File: config.mk
export PLATFORM = sky130hd
export DESIGN_NAME = runner_hit_ctrl
export DESIGN_NICKNAME = d
export VERILOG_FILES = /design/src/rtl/runner_hit_ctrl.sv
export SDC_FILE = /design/constraint.sdc
export NUM_CORES = 1
export LEC_CHECK = 0
export ABC_CLOCK_PERIOD_IN_PS = 4200
export CAP_MARGIN = 20
export CORE_ASPECT_RATIO = 0.8
export CORE_MARGIN = 2
export CORE_UTILIZATION = 35
export CTS_CLUSTER_DIAMETER = 40
export DETAILED_ROUTE_END_ITERATION = 7
export GPL_ROUTABILITY_DRIVEN = 0
export PLACE_DENSITY = 0.6
export SYNTH_ARGS = -nofsm -noshare
export SYNTH_HDL_FRONTEND = slang
export SYNTH_SLANG_ARGS = --single-unit
export TNS_END_PERCENT = 30
File: constraint.sdc
create_clock -name clk -period 4.2 [get_ports clk]
set_input_delay 0.63 -clock clk [delete_from_list [all_inputs] [get_ports clk]]
set_output_delay 0.63 -clock clk [all_outputs]
set_load 0.02 [all_outputs]
File: src/rtl/runner_hit_ctrl.sv
// Per-frame game-flow controller for the running-man game: converts the collision
// flag into lives, invulnerability windows, score, high score and game-over state.
module runner_hit_ctrl #(
    parameter int unsigned LIVES         = 3,
    parameter int unsigned INVULN_FRAMES = 30,
    parameter int unsigned SCORE_W       = 16
) (
    input  logic               clk,
    input  logic               resetn,
    input  logic               start,
    input  logic               frame_tick,
    input  logic               collision,
    output logic [1:0]         state,
    output logic [1:0]         lives,
    output logic [SCORE_W-1:0] score,
    output logic [SCORE_W-1:0] high_score,
    output logic               run_enable,
    output logic               invuln,
    output logic               hit_pulse,
    output logic               game_over
);

    localparam int unsigned CNT_W = $clog2(INVULN_FRAMES + 1);
    localparam logic [CNT_W-1:0]   CNT_INIT   = CNT_W'(INVULN_FRAMES);
    localparam logic [1:0]         LIVES_INIT = 2'(LIVES);
    localparam logic [SCORE_W-1:0] SCORE_MAX  = '1;

    typedef enum logic [1:0] {
        ST_IDLE   = 2'b00,
        ST_RUN    = 2'b01,
        ST_INVULN = 2'b10,
        ST_OVER   = 2'b11
    } state_e;

    state_e             state_q, state_d;
    logic [1:0]         lives_q, lives_d;
    logic [SCORE_W-1:0] score_q, score_d;
    logic [SCORE_W-1:0] high_q, high_d;
    logic [CNT_W-1:0]   cnt_q, cnt_d;
    logic               start_q;
    logic               hit_q, hit_d;
    logic               run_en_q, run_en_d;
    logic               invuln_q, invuln_d;
    logic               over_q, over_d;

    logic               start_rise;
    logic [SCORE_W-1:0] score_inc;

    assign start_rise = start & ~start_q;
    assign score_inc  = (score_q == SCORE_MAX) ? score_q : score_q + SCORE_W'(1);

    always_ff @(posedge clk) begin
        if (!resetn) begin
            state_q  <= ST_IDLE;
            lives_q  <= LIVES_INIT;
            score_q  <= '0;
            high_q   <= '0;
            cnt_q    <= '0;
            start_q  <= 1'b0;
            hit_q    <= 1'b0;
            run_en_q <= 1'b0;
            invuln_q <= 1'b0;
            over_q   <= 1'b0;
        end else begin
            state_q  <= state_d;
            lives_q  <= lives_d;
            score_q  <= score_d;
            high_q   <= high_d;
            cnt_q    <= cnt_d;
            start_q  <= start;
            hit_q    <= hit_d;
            run_en_q <= run_en_d;
            invuln_q <= invuln_d;
            over_q   <= over_d;
        end
    end

    // Next-state logic; the status flags are decoded from state_d so they
    // change on the same edge as the state register.
    always_comb begin
        state_d = state_q;
        lives_d = lives_q;
        score_d = score_q;
        high_d  = high_q;
        cnt_d   = cnt_q;
        hit_d   = 1'b0;

        case (state_q)
            ST_IDLE: begin
                if (start_rise) begin
                    state_d = ST_RUN;
                    lives_d = LIVES_INIT;
                    score_d = '0;
                end
            end
            ST_RUN: begin
                if (frame_tick) begin
                    if (collision) begin
                        hit_d = 1'b1;
                        if (lives_q == 2'd1) begin
                            state_d = ST_OVER;
                            lives_d = 2'd0;
                            if (score_q > high_q) begin
                                high_d = score_q;
                            end
                        end else begin
                            state_d = ST_INVULN;
                            lives_d = lives_q - 2'd1;
                            cnt_d   = CNT_INIT;
                        end
                    end else begin
                        score_d = score_inc;
                    end
                end
            end
            ST_INVULN: begin
                if (frame_tick) begin
                    score_d = score_inc;
                    if (cnt_q == CNT_W'(1)) begin
                        state_d = ST_RUN;
                        cnt_d   = '0;
                    end else begin
                        cnt_d = cnt_q - CNT_W'(1);
                    end
                end
            end
            ST_OVER: begin
                if (start_rise) begin
                    state_d = ST_RUN;
                    lives_d = LIVES_INIT;
                    score_d = '0;
                end
            end
            default: state_d = ST_IDLE;
        endcase

        run_en_d = (state_d == ST_RUN) || (state_d == ST_INVULN);
        invuln_d = (state_d == ST_INVULN);
        over_d   = (state_d == ST_OVER);
    end

    assign state      = state_q;
    assign lives      = lives_q;
    assign score      = score_q;
    assign high_score = high_q;
    assign run_enable = run_en_q;
    assign invuln     = invuln_q;
    assign hit_pulse  = hit_q;
    assign game_over  = over_q;

endmodule
# After elaboration in Yosys (flattened, before gate mapping)
# Index checks and enable logic that the tools add are counted.
[word_totals]
register_bits = 46
latchBits = 0
mem_bits_rw = 0
romBits = 0
inputBits = 5
mem_count = 0
[classes]
addsub = 3
n_mul = 0
div = 0
magnitude_cmp = 1
n_eq_ne = 15
shift = 0
mux = 25
bitwise = 2
reduce_logical = 10
[op_table]
columns = ["cell", "n"]
rows = [
  ["2-to-1 mux 16 bit", 5],
  ["one-hot mux 16 bit (3 select lines)", 1],
  ["2-to-1 mux 5 bit", 5],
  ["2-to-1 mux 2 bit", 9],
  ["adder 16 x 1 -> 16 bit, second input constant", 1],
  ["equality test 16 bit, second input constant", 1],
  ["greater-than comparator 16 bit", 1],
  ["!= test 2 bit, second input constant", 5],
  ["one-hot mux 5 bit (2 select lines)", 1],
  ["AND reduction 5 bit", 2],
  ["equality test 2 bit, second input constant", 4],
  ["AND reduction 4 bit", 2],
  ["equality test 2 x 1 -> 1 bit, second input constant", 3],
  ["one-hot mux 2 bit (3 select lines)", 1],
  ["equality test 5 x 1 -> 1 bit, second input constant", 1],
  ["subtractor 5 x 1 -> 5 bit, second input constant", 1],
  ["one-hot mux 2 bit (2 select lines)", 1],
  ["nonzero test 2 bit", 2],
  ["AND reduction 3 bit", 1],
  ["logical NOT 2 bit", 1],
  ["2-to-1 mux 1 bit", 2],
  ["!= test 2 x 1 -> 1 bit, second input constant", 1],
  ["OR reduction 2 bit", 1],
  ["subtractor 2 x 1 -> 2 bit, second input constant", 1],
  ["other kinds (3)", 3],
]

# Logic depth before layout (Yosys ltp)
# Gate-level depths: netlist of the first run.
[logic_depth]
depth_word = 7
depth_mapped = 9
mapped_depth_nobuf = 9

# Worst setup path after synthesis of the first run
# Ideal clock, no wire load.
[synth_path]
path_type = "register to register"
start = "reg score_q[0] (netlist: score[0])"
end = "reg high_q[6] (netlist: high_score[6])"
arrival_time_ns = 2.071
path_slack_ns = 2.012
path_stages_with_launch = 9
cell_sequence = "dfxtp_1 inv_1 ha_1 nor2b_1 o211ai_1 a2111o_1 a32o_2 buf_6 a22o_1"
[synth_between]
elab_chain_len = 2
[synth_lines]
columns = ["element", "line_no", "rtl"]
rows = [
  ["start: declaration", "37", "logic [SCORE_W-1:0] score_q, score_d;"],
  ["start signal: assignment", "67", "score_q <= score_d;"],
  ["greater-than comparator 16 bit", "103", "if (score_q > high_q) begin"],
  ["AND reduction 5 bit (no source line)", "-", ""],
  ["end signal: assignment", "68", "high_q <= high_d;"],
  ["end: declaration", "38", "logic [SCORE_W-1:0] high_q, high_d;"],
]
# Every way passes these cells.
# A chain may end at the register's enable or synchronous reset.

# Worst setup path after layout of the first run
[layout_path]
start = "in frame_tick"
end = "reg high_q[11] (netlist: high_score[11])"
[layout_between]
elab_chain_len = 1
[layout_lines]
columns = ["element", "line_no", "rtl"]
rows = [
  ["start: declaration", "11", "input logic frame_tick,"],
  ["AND reduction 5 bit (no source line)", "-", ""],
]
# Every way passes these cells.

==> results of run 1 <==
-- layer usage --
layer	vias to the layer above	part of all wire	wire length, um
met5	-	0	0
met4	0	0.0093	55
met3	6	0.058	344
met2	44	0.43	2523
met1	983	0.51	2989
li1	1101	-	-
-- cell usage in the layout, fill, tap and decap left out, types with 3 or more instances in the layout --
master and count:
nor2b_1 3, xnor2_1 10, nand2b_1 4, a21oi_1 18, and2_1 3, o21ai_0 15, nor2_1 28, nor3_1 5
a22o_1 15, nand3_1 9, clkdlybuf4s50_1 44, nand4_1 5, dfxtp_1 46, clkbuf_8 5, or3_1 7, inv_1 27
a211oi_1 7, ha_1 24, nand2_1 13
-- state kept, by name (all words and copies together) (netlist names) --
signal / cells
high_score: 16
score: 16
cnt_q: 5
lives: 2
state: 2
game_over: 1
hit_pulse: 1
invuln: 1
run_enable: 1
start_q: 1
-- critical path, cell delays in order --
cell	delay [ps]
clkdlybuf4s50_1	630
nand3_2	170
or3b_4	430
a311oi_4	740
a22o_1	230
-- stage by stage --
step,cell area [um^2],setup WS (ps)
2_1_floorplan,2502,2012
3_3_place_gp,3009,1339
3_5_place_dp,3009,1287
4_1_cts,3085,1613
5_1_grt,3085,1401
6_report,3085,1612
-- where the power goes --
part	switching (mW)	internal, mW
Combinational	0.125	0.0815
Sequential	0.0236	0.453
Clock	0.143	0.115
Total	0.291	0.650
-- final timing paths --
path | slack [ps] | endpoint | from
min reg2reg | 490 | high_score[0] | high_score[0]
max reg2reg | 1650 | score[15] | state[0]
max | 1610 | high_score[11] | frame_tick
min | 490 | high_score[0] | high_score[0]
-- cell families (layout without fill, tap and decap cells) --
| group | count (synthesis) | in the layout | synth area share |
|---|---|---|---|
| buffers and inverters | 37 | 81 | 0.06499 |
| and+or+nand+nor | 90 | 90 | 0.1975 |
| muxes | 2 | 2 | 0.008000 |
| DFF | 46 | 46 | 0.3680 |
| xor gates and xnor gates | 10 | 10 | 0.03500 |
| adders and majority gates | 24 | 24 | 0.1200 |
| AOI/OAI and AO/OA | 73 | 73 | 0.2065 |
-- final cells by class --
cell class              count  area (um^2)  area share
inverters                  28        105.1     0.03406
well taps                  87        108.9     0.03528
repair buffers             46        455.4      0.1476
clock buffers               7        76.32     0.02474
flip-flops and latches     46        920.9      0.2985
multi-input cells         199         1419      0.4599
==> summary.txt, run 1 <==
Outcome
  – Status: finished, final reports clean

Worst hold path
  – Hold Path Depth: 2
  – Worst Hold Class: reg -> reg

Global route
  – Busiest grt layer: met2
  – Antenna violations before repair: 0
  – Grt met1 use: 0.2123
  – First-pass GRT wire length: 10,100 um
  – Routing usage on met2: 0.2510
  – GR Overflow Total: 0
  – GRT Total Usage: 0.1582
  – Largest net degree at the start of global routing: 17
  – Met3 Usage GRT: 0.04729
  – Vias in the first global route: 2,064

Power and ir drop
  – Max IR drop VDD: 124.9 uV
  – Leak: 1.102 nW
  – P per Cell Area: 305.0 nW/um^2
  – Overall Power: 0.9411 mW

STA
  – Final slew viol count: 0
  – Worst hold slack: 485.9 ps
  – Crit path time final: 2588 ps
  – Fin crit share: 0.6161
  – Final Hold Viols: 0
  – Fin Clk Skew: 2.394 ps
  – Slew headroom: 0.3292
  – Slew @ Worst Pin: 1006 ps
  – TNS Setup: 0 ps
  – RSZ-0062 raised after global routing: false
  – Fmax: 386.5 MHz
  – Final setup fails: 0

Route
  – Drt drc: 0
  – Initial DRC count: 111
  – Final ANT Viol Nets: 0
  – Total Wirelength: 5913 um
  – Via count: 2,134
  – DR vias/cell: 5.167
  – WL per Instance: 14.32 um
  – Drt pass-1 iters: 4

Finish
  – Ant diodes: 0
  – Final core occ: 0.4477
  – Layout cell share with drive strength beyond 1: 0.05215
  – # fillers: 714
  – Finished Layout Cells: 413
  – Final net count: 355
  – Area Overhead vs Synth: 23.30%

Yosys
  – Sequential-to-total area share from yosys stat: 0.3680
  – Most frequent cell after synthesis: dfxtp_1
  – Ys flop type: dfxtp_1
  – YS warnings: 0
  – Synth Cell Area: 2502 um^2
  – Synth area leader: dfxtp_1
  – Post-synth net total: 311
  – Syn_area_per_cell: 8.874 um^2
  – Ys async rst share: 0
  – Synth top area cells: dfxtp_1, ha_1, a22o_1, nor2_1, inv_1
  – Yosys reg bits: 46
  – Cell variety after synth: 48
  – Post-synth EDFFs: 0
  – Synth Instances: 282
  – Synth cell count leaders: dfxtp_1, nor2_1, inv_1
  – Post-synth top area share: 0.3680

Setup path
  – Worst-path fanout max: 15
  – Required @ worst endpoint: 4430 ps
  – Startpoint types: input port
  – Crit end category: register
  – Worst EP arrival: 2820 ps
  – R2R cell count: 7
  – Setup CP Type: in -> reg

Clock network
  – Clock buffer depth: 2
  – Clk root buf: clkbuf_8
  – Clock Sinks: 46
  – CTS H-tree depth: 2
  – Postcts setup bufs: 0
  – Post-CTS resize count: 0
  – CTS tree: built
  – CTS Buf Count: 5
  – Clock-pin slew on the worst setup and hold paths: 80 ps
  – Later-pin clock latency in the skew report: 290 ps
  – Hold_buf cts: 0

Placement
  – IO buf count: 44
  – Placed cells: 406
  – Post-DP HPWL: 4316 um

Floorplan
  – I/O pins: 45
  – Die Y: 79.63 um
  – Die Wd: 98.54 um
  – Core Area: 6892 um^2
  – DIE AREA: 7846 um^2
  – Starting Density: 0.3631
  – # rows: 27

Job
  – Max_cap viols: 0
(Power assumes the default switching activity.)
==> run 2, diff against run 1 <==
- ABC_CLOCK_PERIOD_IN_PS: 4200 -> 2600
- clock period: 4.2 -> 2.6 ns (I/O delays scaled with it)
==> run 2 against run 1 <==
Effect of this change:
- total power up 75%
- final area up 4.9%
- clock skew up 7.9 ps
- sequential cell count unchanged
- utilization up 2.2 points
- sequential power up 59%
- worst hold slack better by 10 ps
- via count up 3.6%
- worst setup slack worse by 1400 ps
- count of clock-buffer cells in the layout down 2
- critical path type is now reg -> reg
- largest power group unchanged
- highest routed layer unchanged
==> summary.txt, run 2 (same netlist as run 1, synthesis figures left out) <==
Outcome
  – Status: finished, final reports clean (unchanged)

Clock network
  – Hold_buf cts: 0 (unchanged)
  – CTS H-tree depth: 2 (unchanged)
  – Later-pin clock latency in the skew report: 290 ps (about the same)
  – Post-CTS resize count: 0 (unchanged)
  – CTS tree: built (unchanged)
  – Clock Sinks: 46 (unchanged)
  – Postcts setup bufs: 0 (unchanged)
  – CTS Buf Count: 5 (unchanged)
  – Clock-pin slew on the worst setup and hold paths: 90 ps (was 80 ps)
  – Clock buffer depth: 2 (unchanged)
  – Clk root buf: clkbuf_8 (unchanged)

Finish
  – Layout cell share with drive strength beyond 1: 0.1050 (was 0.05215)
  – Most common cell after layout, fill and taps aside: dfxtp_1 (unchanged)
  – Area Overhead vs Synth: 29.40% (was 23.30%)
  – Ant diodes: 0 (unchanged)
  – Most frequent cells in the layout: dfxtp_1, clkdlybuf4s50_1, nor2_1, inv_1, ha_1 (unchanged)
  – Final net count: 371 (was 355)
  – Final core occ: 0.4699 (was 0.4477)

Global route
  – Antenna violations before repair: 0 (unchanged)
  – First-pass GRT wire length: 10,470 um (was 10,100 um)
  – GRT Total Usage: 0.1666 (was 0.1582)
  – Vias in the first global route: 2,129 (was 2,064)
  – Largest net degree at the start of global routing: 17 (unchanged)
  – GR Overflow Total: 0 (unchanged)

Setup path
  – Crit end category: register (unchanged)
  – Worst path cell trace: inv_1 -> ha_1 -> nor3b_1 -> a211o_1 -> o21ai_0 -> a21oi_1 (was clkdlybuf4s50_1 -> nand3_2 -> or3b_4 -> a311oi_4 -> a22o_1)
  – CP max stage cell: nor3b_1 (was a311oi_4)
  – Slowest stage delay, CP: 760 ps (was 740 ps)
  – Setup CP Type: reg -> reg (was in -> reg)
  – Worst-path fanout max: 10 (was 15)
  – Startpoint types: register (was input port)
  – Worst EP arrival: 2600 ps (was 2820 ps)
  – Required @ worst endpoint: 2830 ps (was 4430 ps)

Floorplan
  – Core Area: 6892 um^2 (unchanged)
  – DIE AREA: 7846 um^2 (unchanged)
  – Die Y: 79.63 um (unchanged)
  – Die Wd: 98.54 um (unchanged)
  – # rows: 27 (unchanged)
  – I/O pins: 45 (unchanged)
  – Starting Density: 0.3631 (unchanged)

STA
  – Final Hold Viols: 0 (unchanged)
  – Final slew viol count: 0 (unchanged)
  – Slew @ Worst Pin: 862.8 ps (was 1006 ps)
  – Fin crit share: 0.9122
  – Final setup fails: 0 (unchanged)
  – TNS Setup: 0 ps (unchanged)
  – Crit path time final: 2372 ps
  – Fin Clk Skew: 10.34 ps (was 2.394 ps)
  – RSZ-0062 raised after global routing: false (unchanged)
  – Fmax: 421.6 MHz
  – Slew headroom: 0.4236 (was 0.3292)

Placement
  – Post-DP HPWL: 4818 um (was 4316 um)
  – IO buf count: 44 (unchanged)

Route
  – Via count: 2,211 (was 2,134)
  – Initial DRC count: 136 (was 111)
  – Final ANT Viol Nets: 0 (unchanged)
  – Total Wirelength: 6294 um (was 5913 um)
  – WL per Instance: 14.64 um (was 14.32 um)
  – DR vias/cell: 5.142 (was 5.167)
  – Drt pass-1 iters: 4 (unchanged)
  – Drt drc: 0 (unchanged)

Power and ir drop
  – P per Cell Area: 507.9 nW/um^2 (was 305.0 nW/um^2)
  – Max IR drop VDD: 187.0 uV (was 124.9 uV)
  – Logic pwr share: 0.223 (was 0.219)
  – Sw Pwr: 0.4807 mW (was 0.2912 mW)
  – Leak: 1.207 nW (was 1.102 nW)
  – Flop pwr share: 0.461 (was 0.507)
  – Clock power frac: 0.316 (was 0.274)
  – Internal Power: 1.164 mW (was 0.6499 mW)
  – Sw Share: 0.2923 (was 0.3094)

Job
  – Max_cap viols: 0 (unchanged)

Worst hold path
  – Worst Hold Class: reg -> reg (unchanged)
==> run 2: power by group through the flow <==
stage / combinational (mW) / clock (mW) / sequential, mW
after global routing: 0.413 / 0.565 / 0.764
after global placement: 0.363 / 0 / 0.774
final: 0.367 / 0.519 / 0.759
after detailed placement: 0.369 / 0 / 0.776
after CTS: 0.370 / 0.537 / 0.759
after floorplan: 0.216 / 0 / 0.803
==> run 2: metal layers <==
layer | wire, um | share of wire | vias up | GRT usage
li1 | - | - | 1130 | -
met1 | 3210 | 0.51 | 1034 | 0.2366
met4 | 34 | 0.0054 | 0 | 0.03699
met3 | 277 | 0.044 | 2 | 0.03327
met2 | 2772 | 0.44 | 45 | 0.2619
met5 | 0 | 0 | - | 0
==> run 2: path summary, 6_finish.rpt <==
| path | startpoint | end | slack [ps] | cells after the start |
|---|---|---|---|---|
| max | state[0] | score[7] | 230 | 6 |
| min | high_score[0] | high_score[0] | 500 | 2 |
| max reg2reg | state[0] | score[7] | 230 | 6 |
| min reg2reg | high_score[0] | high_score[0] | 500 | 2 |
==> run 2: area by class of cell <==
class	instances	area [um^2]
inverters	28	105.1
clock inverters	3	40.04
well taps	87	108.9
fillers	695	3654
repair buffers	62	575.6
multi-input cells	199	1419
flip-flops and latches	46	920.9
clock buffers	5	68.82
==> run 2: metrics by stage <==
step	setup WS, ps	hold WS (ps)	power, mW	instance area (um^2)	cells
floorplan	412.1	485.0	1.019	2502	282
global placement	295.9	471.2	1.137	3129	422
detailed placement	229.1	485.0	1.145	3129	422
CTS	248.3	498.8	1.667	3238	430
global route	48.21	513.3	1.741	3238	430
finish	228.2	496.1	1.645	3238	430
==> run 2: critical path: cells and delay by family, from the launching register on <==
| kind | cells | cell delay [ps] |
|---|---|---|
| AO/OA/AOI/OAI | 3 | 660 |
| AND/OR/NAND/NOR | 1 | 760 |
| adder cells (fa/ha/maj) | 1 | 410 |
| flip-flops | 1 | 420 |
| buffers and inverters | 1 | 70 |
==> run 3, diff against run 2 <==
- ABC_AREA: default -> 1
- PLACE_DENSITY: 0.6 -> 0.59
==> run 3 against run 2 <==
Effect of this change:
- clock power is 11% lower
- fmax rose by 14%
- non-clock buffer count fell by 5
- sequential cell count unchanged
- worst hold slack worse by 3.5 ps
==> summary.txt, run 3 <==
Clock network
  – Clk root buf: clkbuf_8 (unchanged)
  – CTS H-tree depth: 2 (unchanged)
  – Clock Sinks: 46 (unchanged)
  – Postcts setup bufs: 0 (unchanged)
  – Post-CTS resize count: 0 (unchanged)
  – Hold_buf cts: 0 (unchanged)
  – Later-pin clock latency in the skew report: 300 ps (was 290 ps)
  – CTS Buf Count: 5 (unchanged)
  – Clock-pin slew on the worst setup and hold paths: 90 ps (about the same)
  – CTS tree: built (unchanged)
  – Clock buffer depth: 2 (unchanged)

Setup path
  – Worst path cell trace: inv_1 -> ha_1 -> nand2_1 -> nor2_1 -> nand2_1 -> inv_1 -> nand2_1 -> nand2_1 -> buf_4 -> nand3_1 -> nand2_1 -> nor2_1 (was inv_1 -> ha_1 -> nor3b_1 -> a211o_1 -> o21ai_0 -> a21oi_1)
  – Critical R2R Launch: high_score[15] (was state[0])
  – Startpoint types: register (unchanged)
  – R2R Path End: high_score[2] (was score[7])
  – Slowest stage delay, CP: 370 ps (was 760 ps)
  – Worst EP arrival: 2280 ps (was 2600 ps)
  – Most common cell on crit path: nand2_1
  – Buffers & Inverters on Critical Path: 3 (was 1)
  – Delay-heaviest family, CP: simple AND/OR/NAND/NOR gates (unchanged)
  – Crit end category: register (unchanged)
  – R2R cell count: 12 (was 6)
  – Worst-path fanout max: 21 (was 10)
  – CP max stage cell: dfxtp_1 (was nor3b_1)
  – Required @ worst endpoint: 2810 ps (was 2830 ps)
  – Reg2Reg Setup Slack: 530 ps (was 230 ps)
  – Setup CP Type: reg -> reg (unchanged)

Placement
  – IO buf count: 44 (unchanged)
  – Post-place instance area: 3483 um^2 (was 3129 um^2)
  – Post-DP HPWL: 5688 um (was 4818 um)

Route
  – Drt drc: 0 (unchanged)
  – Final ANT Viol Nets: 0 (unchanged)
  – Total Wirelength: 7432 um (was 6294 um)
  – Via count: 2,856 (was 2,211)
  – Drt pass-1 iters: 4 (unchanged)
  – Initial DRC count: 134 (was 136)
  – DR vias/cell: 4.808 (was 5.142)
  – WL per Instance: 12.51 um (was 14.64 um)

Floorplan
  – I/O pins: 45 (unchanged)
  – Starting Density: 0.3598 (was 0.3631)
  – Core Area: 7946 um^2 (was 6892 um^2)
  – Die Y: 84.84 um (was 79.63 um)
  – Die Wd: 105.0 um (was 98.54 um)
  – # rows: 29 (was 27)
  – DIE AREA: 8912 um^2 (was 7846 um^2)

STA
  – Slew @ Worst Pin: 577.2 ps (was 862.8 ps)
  – Final slew viol count: 0 (unchanged)
  – Final Hold Viols: 0 (unchanged)
  – Crit path time final: 2074 ps (was 2372 ps)
  – RSZ-0062 raised after global routing: false (unchanged)
  – Fmax: 482.1 MHz (was 421.6 MHz)
  – Worst hold slack: 492.5 ps (was 496.1 ps)
  – Fin crit share: 0.7978 (was 0.9122)
  – TNS Setup: 0 ps (unchanged)
  – Slew headroom: 0.6148 (was 0.4236)
  – Fin Clk Skew: 6.659 ps (was 10.34 ps)
  – Final setup fails: 0 (unchanged)

Job
  – Max_cap viols: 0 (unchanged)

Yosys
  – Post-synth net total: 463 (was 311)
  – Syn_area_per_cell: 6.588 um^2 (was 8.874 um^2)
  – Post-Synth Adder-Cell Area: 0.1050 (was 0.1200)
  – Post-synth EDFFs: 0 (unchanged)
  – Post-synthesis mux area share: 0 (was 0.008000)
  – Ys flop type: dfxtp_1 (unchanged)
  – YS warnings: 0 (unchanged)
  – Yosys reg bits: 46 (unchanged)
  – Most frequent cell after synthesis: nand2_1 (was dfxtp_1)
  – Cell variety after synth: 31 (was 48)
  – Synth top area cells: dfxtp_1, nand2_1, ha_1, nor2_1, inv_1 (was dfxtp_1, ha_1, a22o_1, nor2_1, inv_1)
  – Synth Cell Area: 2859 um^2 (was 2502 um^2)
  – Synth Area in Compound Gates: 0.1147 (was 0.2065)
  – Synth Instances: 434 (was 282)
  – Synth area leader: dfxtp_1 (unchanged)
  – Synth cell count leaders: nand2_1, nor2_1, inv_1 (was dfxtp_1, nor2_1, inv_1)
  – Main combinational cell family by area after synthesis: simple AND/OR/NAND/NOR gates (was compound AO/OA/AOI/OAI gates)
  – Simple-gate portion of the synthesized area: 0.3322 (was 0.1975)
  – Sequential-to-total area share from yosys stat: 0.3221 (was 0.3680)
  – Post-synth top area share: 0.3221 (was 0.3680)
  – XOR/XNOR Fraction of Synth Area: 0.01532 (was 0.03500)
  – Ys async rst share: 0 (unchanged)

Power and ir drop
  – Clock power frac: 0.288 (was 0.316)
  – Leak: 1.556 nW (was 1.207 nW)
  – Sw Pwr: 0.5179 mW (was 0.4807 mW)
  – Logic pwr share: 0.240 (was 0.223)
  – Internal Power: 1.086 mW (was 1.164 mW)
  – P per Cell Area: 448.6 nW/um^2 (was 507.9 nW/um^2)
  – Max IR drop VDD: 216.3 uV (was 187.0 uV)
  – Flop pwr share: 0.473 (was 0.461)
  – Sw Share: 0.3229 (was 0.2923)

Global route
  – Antenna violations before repair: 0 (unchanged)
  – GR Overflow Total: 0 (unchanged)
  – First-pass GRT wire length: 12,810 um (was 10,470 um)
  – Largest net degree at the start of global routing: 29 (was 17)
  – GRT Total Usage: 0.1770 (was 0.1666)
  – Vias in the first global route: 2,682 (was 2,129)

Finish
  – Post-Layout Inst Area: 3575 um^2 (was 3238 um^2)
  – # fillers: 806 (was 695)
  – Layout cell share with drive strength beyond 1: 0.06584 (was 0.1050)
  – Final core occ: 0.4499 (was 0.4699)
  – Most common cell after layout, fill and taps aside: nand2_1 (was dfxtp_1)
  – Area Overhead vs Synth: 25.03% (was 29.40%)
  – FF/Latch Area: 920.9 um^2 (unchanged)
  – Ant diodes: 0 (unchanged)
  – Final net count: 514 (was 371)
  – Most frequent cells in the layout: nand2_1, nor2_1, inv_1, dfxtp_1, clkdlybuf4s50_1 (was dfxtp_1, clkdlybuf4s50_1, nor2_1, inv_1, ha_1)
  – Multi-input gate area: 1624 um^2 (was 1419 um^2)

Worst hold path
  – Critical hold path startpoint: cnt_q[3] (was high_score[0])
  – Hold Path Depth: 2 (unchanged)
  – Hold EP: cnt_q[3] (was high_score[0])
  – Worst Hold Class: reg -> reg (unchanged)

Outcome
  – Status: finished, final reports clean (unchanged)
## run 3: cell count changes after synthesis, moves of 10 or more
cell	change
a22o_1	-15
xnor2_1	-10
inv_1	+37
nor2_1	+40
nand3_1	+21
nand2_1	+85
a21oi_1	+22
## run 3: metrics by stage
| stage | setup slack [ps] | std cells | power (mW) |
|---|---|---|---|
| global route | 201.3 | 594 | 1.704 |
| CTS | 513.7 | 594 | 1.621 |
| floorplan | 600.8 | 434 | 1.037 |
| finish | 525.7 | 594 | 1.604 |
| detailed placement | 454.7 | 586 | 1.159 |
| global placement | 475.1 | 586 | 1.153 |
## run 3: power groups by stage
stage / registers (mW) / logic (mW) / clock network [mW]
detailed placement: 0.774 / 0.385 / 0
CTS: 0.758 / 0.386 / 0.477
finish: 0.758 / 0.384 / 0.462
global placement: 0.774 / 0.379 / 0
floorplan: 0.796 / 0.240 / 0
global route: 0.763 / 0.440 / 0.502
## run 3: worst max path at each step
stage                        start             to  slack [ps]  cells after the start
finish              high_score[15]  high_score[2]         530                     12
global route        high_score[15]  high_score[9]         200                     12
CTS                       state[0]      score[13]         510                      9
global placement             start       score[5]         480                      8
floorplan                 state[0]      score[13]         600                     10
detailed placement           start      score[10]         450                      9
## run 3: layer usage
layer  global-route usage  wire, um
met2               0.2721      3109
met3              0.03610       376
met4              0.04606        77
met5                    0         0
met1               0.2539      3869
## run 3: logic make-up after synthesis
| logic type | count (synthesis) |
|---|---|
| XOR/XNOR | 5 |
| flip-flops | 46 |
| AND/OR/NAND/NOR | 218 |
| adder cells (fa/ha/maj) | 24 |
| AO/OA/AOI/OAI | 61 |
| buffers and inverters | 80 |
## run 3: final cells by class
cell class,count,area share
multi-input cells,308,0.4543
flip-flops and latches,46,0.2576
repair buffers,57,0.1540
inverters,67,0.07070
well taps,108,0.03780
clock buffers,7,0.02415
clock inverters,1,0.001400
## run 3: worst min-delay path, delay by kind of cell, from the launching register on
family / cells / cell delay, ps
flops: 1 / 330
compound gates: 2 / 120
